File: src/rtl/cnt_pkg.sv
// Shared BCD types, digit limits and a validity helper for the BCD counter chain.
package cnt_pkg;

    typedef logic [3:0] bcd_digit_t;

    localparam bcd_digit_t BCD_MAX = 4'd9;
    localparam bcd_digit_t BCD_MIN = 4'd0;

    // Vector is zero-extended to 8 digits; only the low `digits` nibbles are inspected.
    function automatic logic bcd_valid(input logic [31:0] vec, input int unsigned digits);
        logic ok;
        ok = 1'b1;
        for (int unsigned i = 0; i < 8; i++) begin
            if (i < digits && vec[4*i +: 4] > BCD_MAX) ok = 1'b0;
        end
        return ok;
    endfunction

endpackage

File: src/rtl/bcd_digit.sv
// One BCD digit register with carry (cin/cout) and borrow (bin/bout) chaining.
module bcd_digit
    import cnt_pkg::*;
(
    input  logic       clk,
    input  logic       rst,
    input  logic       i_ld,
    input  bcd_digit_t i_ld_val,
    input  logic       i_cin,
    input  logic       i_bin,
    output bcd_digit_t o_q,
    output logic       o_cout,
    output logic       o_bout
);

    bcd_digit_t r_q;

    always_ff @(posedge clk) begin
        if (rst) begin
            r_q <= BCD_MIN;
        end else if (i_ld) begin
            r_q <= i_ld_val;
        end else if (i_cin) begin
            r_q <= (r_q == BCD_MAX) ? BCD_MIN : r_q + 4'd1;
        end else if (i_bin) begin
            r_q <= (r_q == BCD_MIN) ? BCD_MAX : r_q - 4'd1;
        end
    end

    assign o_q    = r_q;
    assign o_cout = i_cin & (r_q == BCD_MAX);
    assign o_bout = i_bin & (r_q == BCD_MIN);

endmodule

File: src/rtl/bcd_cnt_chain.sv
// Multi-digit BCD counter with limit, wrap/saturate, clamped load and wrap pulse.
// Define CNT_DOWN_EN to compile in the decrement path and inc/dec conflict hold.
module bcd_cnt_chain
    import cnt_pkg::*;
#(
    parameter int unsigned         DIGITS  = 2,
    parameter logic [4*DIGITS-1:0] MAX_VAL = {DIGITS{4'h9}},
    parameter bit                  WRAP    = 1'b1
) (
    input  logic                  clk,
    input  logic                  rst,
    input  logic                  ena,
    input  logic                  inc,
    input  logic                  dec,
    input  logic                  load,
    input  logic [4*DIGITS-1:0]   load_val,
    output logic [4*DIGITS-1:0]   count,
    output logic                  wrap_pulse,
    output logic                  at_max,
    output logic                  at_min
);

    logic [4*DIGITS-1:0] w_count;
    logic [4*DIGITS-1:0] w_ld_val;
    logic [4*DIGITS-1:0] w_load_clamped;
    logic [DIGITS:0]     w_carry;
    logic [DIGITS:0]     w_borrow;
    logic                w_up;
    logic                w_dn;
    logic                w_at_max;
    logic                w_at_min;
    logic                w_inc_wrap;
    logic                w_dec_wrap;
    logic                w_load_ok;
    logic                w_ld;
    logic                w_unused;
    logic                r_wrap_pulse;

`ifdef CNT_DOWN_EN
    assign w_up     = ena & inc & ~dec;
    assign w_dn     = ena & dec & ~inc;
    assign w_unused = ^{w_carry[DIGITS], w_borrow[DIGITS]};
`else
    assign w_up     = ena & inc;
    assign w_dn     = 1'b0;
    assign w_unused = ^{w_carry[DIGITS], w_borrow[DIGITS], dec};
`endif

    assign w_at_max   = (w_count == MAX_VAL);
    assign w_at_min   = (w_count == '0);
    assign w_inc_wrap = w_up & w_at_max & WRAP;
    assign w_dec_wrap = w_dn & w_at_min & WRAP;

    // Invalid or out-of-range loads clamp to the limit so the count stays legal.
    assign w_load_ok      = bcd_valid(32'(load_val), DIGITS) && (load_val <= MAX_VAL);
    assign w_load_clamped = w_load_ok ? load_val : MAX_VAL;

    // Wraps reuse the parallel-load path; ordinary steps ripple through the chain.
    assign w_ld       = load | w_inc_wrap | w_dec_wrap;
    assign w_ld_val   = load ? w_load_clamped : (w_dec_wrap ? MAX_VAL : '0);
    assign w_carry[0] = ~load & w_up & ~w_at_max;
    assign w_borrow[0] = ~load & w_dn & ~w_at_min;

    for (genvar g = 0; g < DIGITS; g++) begin : g_digit
        bcd_digit u_digit (
            .clk      (clk),
            .rst      (rst),
            .i_ld     (w_ld),
            .i_ld_val (w_ld_val[4*g +: 4]),
            .i_cin    (w_carry[g]),
            .i_bin    (w_borrow[g]),
            .o_q      (w_count[4*g +: 4]),
            .o_cout   (w_carry[g+1]),
            .o_bout   (w_borrow[g+1])
        );
    end

    always_ff @(posedge clk) begin
        if (rst) begin
            r_wrap_pulse <= 1'b0;
        end else begin
            r_wrap_pulse <= ~load & (w_inc_wrap | w_dec_wrap);
        end
    end

    assign count      = w_count;
    assign wrap_pulse = r_wrap_pulse;
    assign at_max     = w_at_max;
    assign at_min     = w_at_min;

endmodule

File: config.mk
export PLATFORM = sky130hd
export DESIGN_NAME = bcd_cnt_chain
export DESIGN_NICKNAME = d
export VERILOG_FILES = /design/src/rtl/cnt_pkg.sv /design/src/rtl/bcd_digit.sv /design/src/rtl/bcd_cnt_chain.sv
export SDC_FILE = /design/constraint.sdc
export NUM_CORES = 1
export LEC_CHECK = 0
export ABC_AREA = 1
export CORE_MARGIN = 1
export CORE_UTILIZATION = 25
export DETAILED_ROUTE_END_ITERATION = 6
export GPL_TIMING_DRIVEN = 0
export PLACE_DENSITY = 0.42
export SYNTH_ARGS = -nofsm -noshare
export SYNTH_HDL_FRONTEND = slang
export SYNTH_HIERARCHICAL = 1
export SYNTH_SLANG_ARGS = --single-unit
File: constraint.sdc
create_clock -name clk -period 2.2 [get_ports clk]
set_input_delay 0.22 -clock clk [delete_from_list [all_inputs] [get_ports clk]]
set_output_delay 0.22 -clock clk [all_outputs]
set_load 0.02 [all_outputs]
# Word-level counts from Yosys, hierarchy flattened
# Index checks and enable logic that the tools add are counted.
[op_classes] addsub=2 order_cmp=3 eq_ne=3 mux=10 bitwise=9 reduce_logical=4
[ops] cell="$mux 4" count=6
[ops] cell="$mux 8" count=2
[ops] cell="$add 4x1->4 const B" count=2
[ops] cell="$eq 4x4->1 const B" count=2
[ops] cell="$eq 8x8->1 const B" count=1
[ops] cell="$gt 4x4->1 const B" count=2
[ops] cell="$le 8x8->1 const B" count=1
[ops] cell="$logic_not 8->1" count=1
[ops] cell="$and 1x1->1" count=6
[ops] cell="$reduce_bool 2->1" count=2
[ops] cell="$mux 1" count=2
[ops] cell="$not 1->1" count=2
[ops] cell="$logic_and 1x1->1" count=1
[ops] cell="$or 1x1->1" count=1
[totals] reg_bits=9 inputBits=14 output_inout_bits=11 wordCells=34

# Longest topological paths before layout
[depth] ltp_word=7 mapped_depth=12 depth_no_buf=12

# Hierarchy
# Netlist, hierarchy kept.
[modules_own_cells] module="bcd_digit" n_inst=2 cells_each=62 area_per_inst_um2=350.3 seq_area_each_um2=80.1
[modules_own_cells] module="bcd_cnt_chain" n_inst=1 cells_each=56 area_per_inst_um2=282.8 seq_area_each_um2=20.0

# Least setup slack after synthesis
# OpenSTA, ideal clock, no wires.
[synth_path] kind="reg2reg" from="register g_digit[0].u_digit.r_q[1]" to="register g_digit[1].u_digit.r_q[1]" setup_time_ps=70 t_arrival_ps=1804 t_required_ps=2130 slack_ps=327 path_stages_with_launch=13 path_buffers=0 period_less_slack_ps=1873 cell_sequence="dfxtp_1 > inv_1 > nand2_1 > nor2_2 > a21boi_2 > inv_2 > nor3_1 > inv_2 > nand2_2 > nor2_1 > nor2_1 > o21ai_1 > a21oi_1"
[synth_between] elab_chain_cells=5 word_cells_on_any_way=9 cone_classes="eq/ne: 2; mux: 1; bitwise: 5; reduce/logical: 1"
[synth_lines] item="start, declared" line="bcd_digit.sv:16" rtl="bcd_digit_t r_q;"
[synth_lines] item="start signal, assigned" line="bcd_digit.sv:22" rtl="r_q <= i_ld_val;"
[synth_lines] item="start signal, assigned" line="bcd_digit.sv:24" rtl="r_q <= (r_q == BCD_MAX) ? BCD_MIN : r_q + 4'd1;"
[synth_lines] item="start signal, assigned" line="bcd_digit.sv:26" rtl="r_q <= (r_q == BCD_MIN) ? BCD_MAX : r_q - 4'd1;"
[synth_lines] item="$eq 8x8->1" line="bcd_cnt_chain.sv:49" rtl="assign w_at_max = (w_count == MAX_VAL);"
[synth_lines] item="$not 1->1" line="bcd_cnt_chain.sv:61" rtl="assign w_carry[0] = ~load & w_up & ~w_at_max;"
[synth_lines] item="$and 1x1->1" line="bcd_cnt_chain.sv:61"
[synth_lines] item="via w_carry[0]" line="bcd_cnt_chain.sv:26" rtl="logic [DIGITS:0] w_carry;"
[synth_lines] item="$and 1x1->1" line="bcd_digit.sv:31" rtl="assign o_cout = i_cin & (r_q == BCD_MAX);"
[synth_lines] item="via w_carry[1]" line="bcd_cnt_chain.sv:26"
[synth_lines] item="$reduce_bool 2->1 (no line)"
[synth_lines] item="end signal, assigned" line="bcd_digit.sv:22"
[synth_lines] item="end signal, assigned" line="bcd_digit.sv:24"
[synth_lines] item="end signal, assigned" line="bcd_digit.sv:26"
[synth_lines] item="end, declared" line="bcd_digit.sv:16"
# The timed path passes the listed nets, and every way through them passes these cells.
# A chain may end at the register's enable or synchronous reset.

# Worst setup path after layout
[layout_path] from="register g_digit[0].u_digit.r_q[0]" to="output port at_max"
[layout_between] elab_chain_cells=1
[layout_lines] item="$eq 8x8->1" line="bcd_cnt_chain.sv:49"
[layout_lines] item="end, declared" line="bcd_cnt_chain.sv:19" rtl="output logic at_max,"
# Every way passes these cells.

==> qor.csv <==
stage;metric;value;unit
timing;Fin Hold WS;0.285;ns
cells_and_area;Antenna diodes;0;
cells_and_area;share of post-route cells with drive strength above 1;17.6;%
setup_path;Required @ worst endpoint;1.98;ns
die;die width;64.4;um
die;Starting Density;26.4;%
clocking;post-CTS sizing;0;
timing;RSZ-0062 raised after global routing;false;
placed_design;dpl cell area;1250;um^2
route;residual DRC count;0;
clocking;clock latency on the worst-skew pair;0.23;ns
grt;antenna violations before repair;0;
die;die height;64.4;um
grt;vias in the first global route;990;
clocking;CTS Buf Count;3;
clocking;clk buf depth;2;
timing;final period utilization;89.0;%
logic_synthesis;Ys Warns;6;
route;vias per cell;4.49;
timing;Max Freq;511;MHz
placed_design;DP HPWL;2120;um
route;post-route ant nets;0;
die;# IOs;25;
logic_synthesis;cells after synthesis;178;
die;die area;4150;um^2
pwr;LEAKAGE;0.588;nW
logic_synthesis;Cell Area, Synth;975;um^2
timing;Hold Violations, Final;0;
timing;Worst Skew;0.000445;ns
clocking;Clock transition at path regs;0.04;ns
route;DR vias;1132;
run_status;status;finished, final reports clean;
setup_path;Critical-path top delay cell;clkdlybuf4s50_1;
route;WL final;2660;um
min_path;HP Class;primary input to flop;
timing;post-route setup slack;0.242;ns
die;cell row count;22;
clocking;cts hold-fix bufs;0;
clocking;CTS sink count;9;
route;initial DRC count;68;
setup_path;CP startpoint kind;flop;
setup_path;WP data arrival;1.74;ns
setup_path;maximum fanout along the worst path;9;
grt;first-pass GRT wire length;4470;um
placed_design;GPL Wtd Cong;0.792;
setup_path;Critical Path, Cell by Cell;nand2_1 -> clkinv_1 -> nand2_2 -> nor2_1 -> clkdlybuf4s50_1;
pwr;Max IR drop VDD;317;uV
timing;Slew Limit Fails;0;
timing;Final min period;1.96;ns
cells_and_area;final std cell area, no fill;1310;um^2
flow_run;max-cap violation count;0;
clocking;H-tree Lvls;1;
cells_and_area;Layout area overhead;34.4;%
logic_synthesis;Post-Syn Nets;192;
grt;GR Util All Layers;13.7;%
cells_and_area;Nets;219;
setup_path;critical path class;flop to output port;
grt;pin count of the biggest net entering global routing;11;
setup_path;Critical Path Max Stage Delay;0.61;ns
route;routed len/inst;10.5;um
placed_design;pre-CTS setup slack;-0.176;ns
die;core area;3690;um^2
grt;GRT overflow;0;
logic_synthesis;Synth Area per Inst;5.48;um^2
clocking;clk root buf;clkbuf_8;
route;drt pass-1 iters;4;
clocking;setup bufs post-CTS;0;
timing;final setup violation count;0;
setup_path;CP Capture Type;output port;
placed_design;number of port buffers;22;
pwr;PD cells;504;nW/um^2
clocking;CTS tree;yes;
-- routing by layer --
metal	vias up	wire length [um]	share of wire (%)	track usage, %
li1	611	-	-	-
met4	0	43	1.6	7.50
met1	480	1310	49	18.4
met5	-	0	0	0
met3	4	188	7.1	1.76
met2	37	1110	42	21.2
-- final timing paths --
check	from	end	slack, ns	cells past startpoint
max	g_digit[0].u_digit/o_q[0]	at_max	0.24	5
min	load	wrap_pulse	0.29	4
max reg2reg	g_digit[1].u_digit/o_q[2]	g_digit[1].u_digit/o_q[1]	0.25	12
min reg2reg	g_digit[1].u_digit/o_q[1]	g_digit[1].u_digit/o_q[1]	0.54	2
-- report_power, final --
part | switching, W | leakage, nW | internal, W
clock | 0.0000677 | 0.0228 | 0.000126
combinational | 0.000146 | 0.491 | 0.000110
sequential | 0.0000331 | 0.0750 | 0.000177
total | 0.000246 | 0.588 | 0.000414
-- registers in the layout, summed over array words and instances, names as in the netlist --
signal               cells
g_digit.u_digit/o_q      8
wrap_pulse               1
-- stage by stage --
stage	util (%)	setup TNS, ns	total power (W)	cells
finish	35.5	0	0.000661	252
global route	35.5	0	0.000711	252
CTS	35.2	0	0.000667	252
detailed placement	34.0	-0.566	0.000467	248
global placement	34.0	-0.556	0.000469	248
floorplan	-	0	0.000376	178
-- layout make-up --
cell class / instances / area, um^2
plain buffers: 1 / 11.3
clock buffers: 4 / 45.0
fillers: 425 / 2380
inverters: 28 / 110
multi-input cells: 140 / 681
flip-flops and latches: 9 / 183
well taps: 48 / 60.1
repair buffers: 22 / 220
-- placed cells by master (no fill, tap or decap), types with 3 or more instances in the layout --
| cell type | n |
|---|---|
| nand2_1 | 54 |
| nor2_1 | 29 |
| clkdlybuf4s50_1 | 22 |
| inv_1 | 17 |
| nand3_1 | 17 |
| inv_2 | 8 |
| nor2_2 | 7 |
| dfxtp_1 | 7 |
| a21oi_1 | 6 |
| nand2_2 | 3 |
| clkbuf_8 | 3 |
-- worst max-delay path, delay by kind of cell, from the launching register on --
| family | cells | cell delay, ns |
|---|---|---|
| AND/OR/NAND/NOR | 3 | 0.31 |
| buffers and inverters | 2 | 0.69 |
| flip-flops | 1 | 0.51 |
No activity file was read; power rests on OpenSTA's default activity.
